==> src/rtl/staged_data_reg.sv <==
// staged_data_reg: DEPTH-stage enable-gated delay line for WIDTH-bit words with valid tracking,
// synchronous flush, registered occupancy count and an optional hold-last-valid output register.
`default_nettype none

module staged_data_reg #(
   parameter int unsigned      WIDTH      = 32,
   parameter int unsigned      DEPTH      = 2,
   parameter logic [WIDTH-1:0] RESET_VAL  = '0,
   parameter bit               HOLD_VALID = 1'b0
) (
   input  logic                         CLK,
   input  logic                         RST,
   input  logic                         en,
   input  logic                         flush,
   input  logic [WIDTH-1:0]             dataIn,
   input  logic                         validIn,
   output logic [WIDTH-1:0]             dataOut,
   output logic                         validOut,
   output logic [$clog2(DEPTH+1)-1:0]   count
);

   localparam int unsigned           CNT_W   = $clog2(DEPTH + 1);
   localparam logic [CNT_W-1:0]      DEPTH_C = CNT_W'(DEPTH);

   logic [WIDTH-1:0] data_q  [DEPTH];
   logic [WIDTH-1:0] data_d  [DEPTH];
   logic [DEPTH-1:0] valid_q;
   logic [DEPTH-1:0] valid_d;
   logic [CNT_W-1:0] count_q;
   logic [CNT_W-1:0] count_d;

   // Stage shift and occupancy update; flush wins over en and drops dataIn.
   always_comb begin
      data_d  = data_q;
      valid_d = valid_q;
      count_d = count_q;
      if (flush) begin
         for (int k = 0; k < DEPTH; k++) begin
            data_d[k] = RESET_VAL;
         end
         valid_d = '0;
         count_d = '0;
      end else if (en) begin
         data_d[0]  = dataIn;
         valid_d[0] = validIn;
         for (int k = 1; k < DEPTH; k++) begin
            data_d[k]  = data_q[k-1];
            valid_d[k] = valid_q[k-1];
         end
         count_d = count_q + CNT_W'(validIn) - CNT_W'(valid_q[DEPTH-1]);
      end
   end

   always_ff @(posedge CLK or negedge RST) begin
      if (!RST) begin
         for (int k = 0; k < DEPTH; k++) begin
            data_q[k] <= RESET_VAL;
         end
         valid_q <= '0;
         count_q <= '0;
      end else begin
         data_q  <= data_d;
         valid_q <= valid_d;
         count_q <= count_d;
      end
   end

   assign validOut = valid_q[DEPTH-1];
   assign count    = count_q;

   generate
      if (HOLD_VALID) begin : g_hold
         logic [WIDTH-1:0] last_in_data;
         logic             last_in_valid;
         logic [WIDTH-1:0] hold_q;
         logic [WIDTH-1:0] hold_d;

         // The word about to enter the last stage decides whether the hold register reloads.
         if (DEPTH == 1) begin : g_in_d1
            assign last_in_data  = dataIn;
            assign last_in_valid = validIn;
         end else begin : g_in_dn
            assign last_in_data  = data_q[DEPTH-2];
            assign last_in_valid = valid_q[DEPTH-2];
         end

         always_comb begin
            hold_d = hold_q;
            if (flush) begin
               hold_d = RESET_VAL;
            end else if (en && last_in_valid) begin
               hold_d = last_in_data;
            end
         end

         always_ff @(posedge CLK or negedge RST) begin
            if (!RST) begin
               hold_q <= RESET_VAL;
            end else begin
               hold_q <= hold_d;
            end
         end

         assign dataOut = hold_q;
      end else begin : g_follow
         assign dataOut = data_q[DEPTH-1];
      end
   endgenerate

`ifndef SYNTHESIS
   always_ff @(posedge CLK) begin
      if (RST) begin
         assert (count_q <= DEPTH_C)
            else $error("staged_data_reg: count %0d exceeds DEPTH %0d", count_q, DEPTH);
         assert (count_q == CNT_W'($countones(valid_q)))
            else $error("staged_data_reg: count %0d disagrees with valid bits %b", count_q, valid_q);
      end
   end
`endif

endmodule

`default_nettype wire

==> config.mk <==
export PLATFORM = sky130hd
export DESIGN_NAME = staged_data_reg
export DESIGN_NICKNAME = d
export VERILOG_FILES = /design/src/rtl/staged_data_reg.sv
export SDC_FILE = /design/constraint.sdc
export NUM_CORES = 1
export LEC_CHECK = 0
export BUFFER_PORTS_ARGS = -buffer_cell sky130_fd_sc_hd__buf_2
export CAP_MARGIN = 20
export CORE_UTILIZATION = 53
export DETAILED_ROUTE_END_ITERATION = 10
export PLACE_DENSITY = 0.9
export REMOVE_ABC_BUFFERS = 1
export SETUP_SLACK_MARGIN = 0.15
export SLEW_MARGIN = 20
export SYNTH_ARGS = -nofsm -noshare
export SYNTH_HDL_FRONTEND = slang
export SYNTH_SLANG_ARGS = --single-unit
==> constraint.sdc <==
create_clock -name CLK -period 1.6 [get_ports CLK]
set_input_delay 0.16 -clock CLK [delete_from_list [all_inputs] [get_ports CLK]]
set_output_delay 0.16 -clock CLK [all_outputs]
set_load 0.005 [all_outputs]
==> flow_summary.ini <==
[status]
outcome = complete, no violations

[critical_path]
crit_type = flip-flop to flip-flop
regToRegSetupSlack_ns = 0.08
endpoint_kind = flip-flop
arrival_ns = 1.75
cp.required_ns = 1.82
reg2reg_from = valid_q[1]
worstPathMaxFanout = 2
worstRegToRegCells = 6
start_kind = flip-flop
rr_endpoint = count[1]

[cts]
clock-sinks = 68
clkTransAtPathRegs_ns = 0.07
cts_made_buffers = 9
htree_levels = 3
clockBufferDepth = 2
clk_latency_ns = 0.33
cts-root-buf = clkbuf_8
cts_tree = yes

[yosys]
synth_top_cell_area_share = 0.5597
ys_seq_area_frac = 0.5597
yosys-top-cells-area = dfrtp_1 (56%), mux2i_1 (22%), buf_4 (9.4%)
syn_area_um2 = 3040
synthCells = 259
yosys.area.top_type = dfrtp_1
synth_area_per_cell_um2 = 11.74
yosys_warnings = 0
ys_seq_elements = 68
yosysUniqueCellTypes = 13

[routing]
wl_per_cell_um = 13.68
first_iter_violations = 116
dr.pass1.iters = 4
finalWirelength_mm = 5.159
postRouteAntennaNets = 0
drc_errors = 0
num_vias = 1853
viasPerCell = 4.915

[power]
p_sw_mw = 0.8113
seqPwrFrac = 0.532
netSwitchingFraction = 0.2347
p_int_mw = 2.645
max-vdd-ir-drop_uv = 503.1
power_density_nw_per_um2 = 1004
p_leak_nw = 1.955
p_comb_frac = 0.108
power_frac_clock = 0.359

[sta]
slew_headroom = 0.7661
min_period_over_period = 0.9514
final.min_clock_period_ns = 1.522
fin_skew_ns = 0.007183
tns_ns = 0
final-setup-viol-count = 0
hold-worst-slack_ns = 0.07801
tightestPinTransition_ns = 0.3508
layout_setup_ws_ns = 0.07778
max_freq_mhz = 656.9
slew_viol_final = 0
hold_violations = 0
grt_setup_unrepaired = yes

[worst_hold_path]
min_path_type = primary input to flip-flop
hold-path-endpoint = data_q[60]
hold_depth = 3
min_from = dataIn[28]

[layout]
area_growth_pct = 13.21
final_common_cell = buf_2
final_cell_area_um2 = 3442
fin_util = 0.6251
nFillCells = 480
final_cell_mix = buf_2 (70), nor2_1 (68), dfrtp_1 (68)
multiInputGateArea_um2 = 989.7
seqCellArea_um2 = 1702
diodes = 0
num-nets-final = 341
drive_gt1_frac = 0.3148

[global_route]
grt_util_all_layers = 0.1865
grt_max_degree = 69
grt_overflow = 0
first_global_vias = 1941
antenna_found_initial = 0
grt_pass1_wl_mm = 8.528

[floorplan]
rows = 27
io_pins = 72
die_area_um2 = 6044
core-area_um2 = 5507
fp.dieW_um = 77.74
initial_core_util = 0.5521
die_h_um = 77.74

[placement]
dp_hpwl_mm = 3.454
gp_congestion = 0.7447
dp_slack_ns = 0.1112
io_buffers = 71
placed_area_um2 = 3224

[flow_run]
maxCapViolCount = 0
[per-stage QoR]
step | power (mW) | cells
4_1_cts | 3.496 | 376
6_report | 3.457 | 377
3_5_place_dp | 2.237 | 359
2_1_floorplan | 2.007 | 211
3_3_place_gp | 2.212 | 359
5_1_grt | 3.641 | 377
[state kept, by name, summed over array words and instances (netlist names)]
| name | cells |
|---|---|
| data_q | 32 |
| count | 2 |
| dataOut | 32 |
| valid_q | 2 |
[final cells by class]
cell class | count | area share
Clock buffer | 12 | 0.04798
Tap cell | 72 | 0.02617
Timing Repair Buffer | 80 | 0.1389
Multi-Input combinational cell | 141 | 0.2875
Inverter | 2 | 0.002181
Clock inverter | 2 | 0.002908
Sequential cell | 68 | 0.4944
[critical path, stage by stage (launching register included)]
cell and delay, ns:
dfrtp_1 0.38, ha_1 0.31, inv_1 0.07, ha_2 0.20, xor2_2 0.16, a21oi_1 0.08, a31o_2 0.21
[how the worst max path moves through the flow]
stage / start / end / slack (ns) / cells after the start
final: valid_q[1] / count[1] / 0.08 / 6
after global routing: count[0] / count[1] / 0.03 / 7
after CTS: count[0] / count[1] / 0.14 / 7
after detailed placement: count[0] / count[1] / 0.11 / 7
after global placement: valid_q[1] / count[1] / 0.16 / 6
after floorplan: valid_q[1] / count[1] / 0.16 / 6
[kinds of logic after synthesis]
family,Yosys count,synth area share
flip-flops,68,0.5597
AO/OA/AOI/OAI,2,0.004526
buffers and inverters,50,0.1181
XOR/XNOR,1,0.002881
adder cells (fa/ha/maj),2,0.008229
AND/OR/NAND/NOR,69,0.08601
multiplexers,67,0.2206
[power groups by stage]
stage | logic (mW) | registers, mW | clock network (mW)
after floorplan | 0.140 | 1.87 | 0
after global placement | 0.347 | 1.87 | 0
after detailed placement | 0.364 | 1.87 | 0
after CTS | 0.374 | 1.84 | 1.28
after global routing | 0.416 | 1.85 | 1.38
final | 0.375 | 1.84 | 1.24
[synth_stat cells]
master    number
nand2b_1       1
buf_4         38
nor2_1        68
dfrtp_1       68
clkbuf_1       3
buf_8          2
mux2i_1       67
a21oi_1        1
xor2_1         1
buf_2          5
ha_1           2
a31o_2         1
inv_1          2
[routing by layer]
metal | GRT usage | vias up | part of all wire
met5 | 0 | - | 0
met4 | 0.06792 | 0 | 0.011
met3 | 0.05647 | 6 | 0.048
met2 | 0.3363 | 45 | 0.53
met1 | 0.2060 | 908 | 0.41
li1 | - | 894 | -
[timing repair]
action	4_1_cts	5_1_grt
endpoints found under the hold margin	68	0
gates resized for setup	0	2
pin swaps	3	3
setup endpoints to repair	1	1
setup buffers	2	1
hold buffers	1	0
Note: power is estimated with default switching activity, not from simulation.
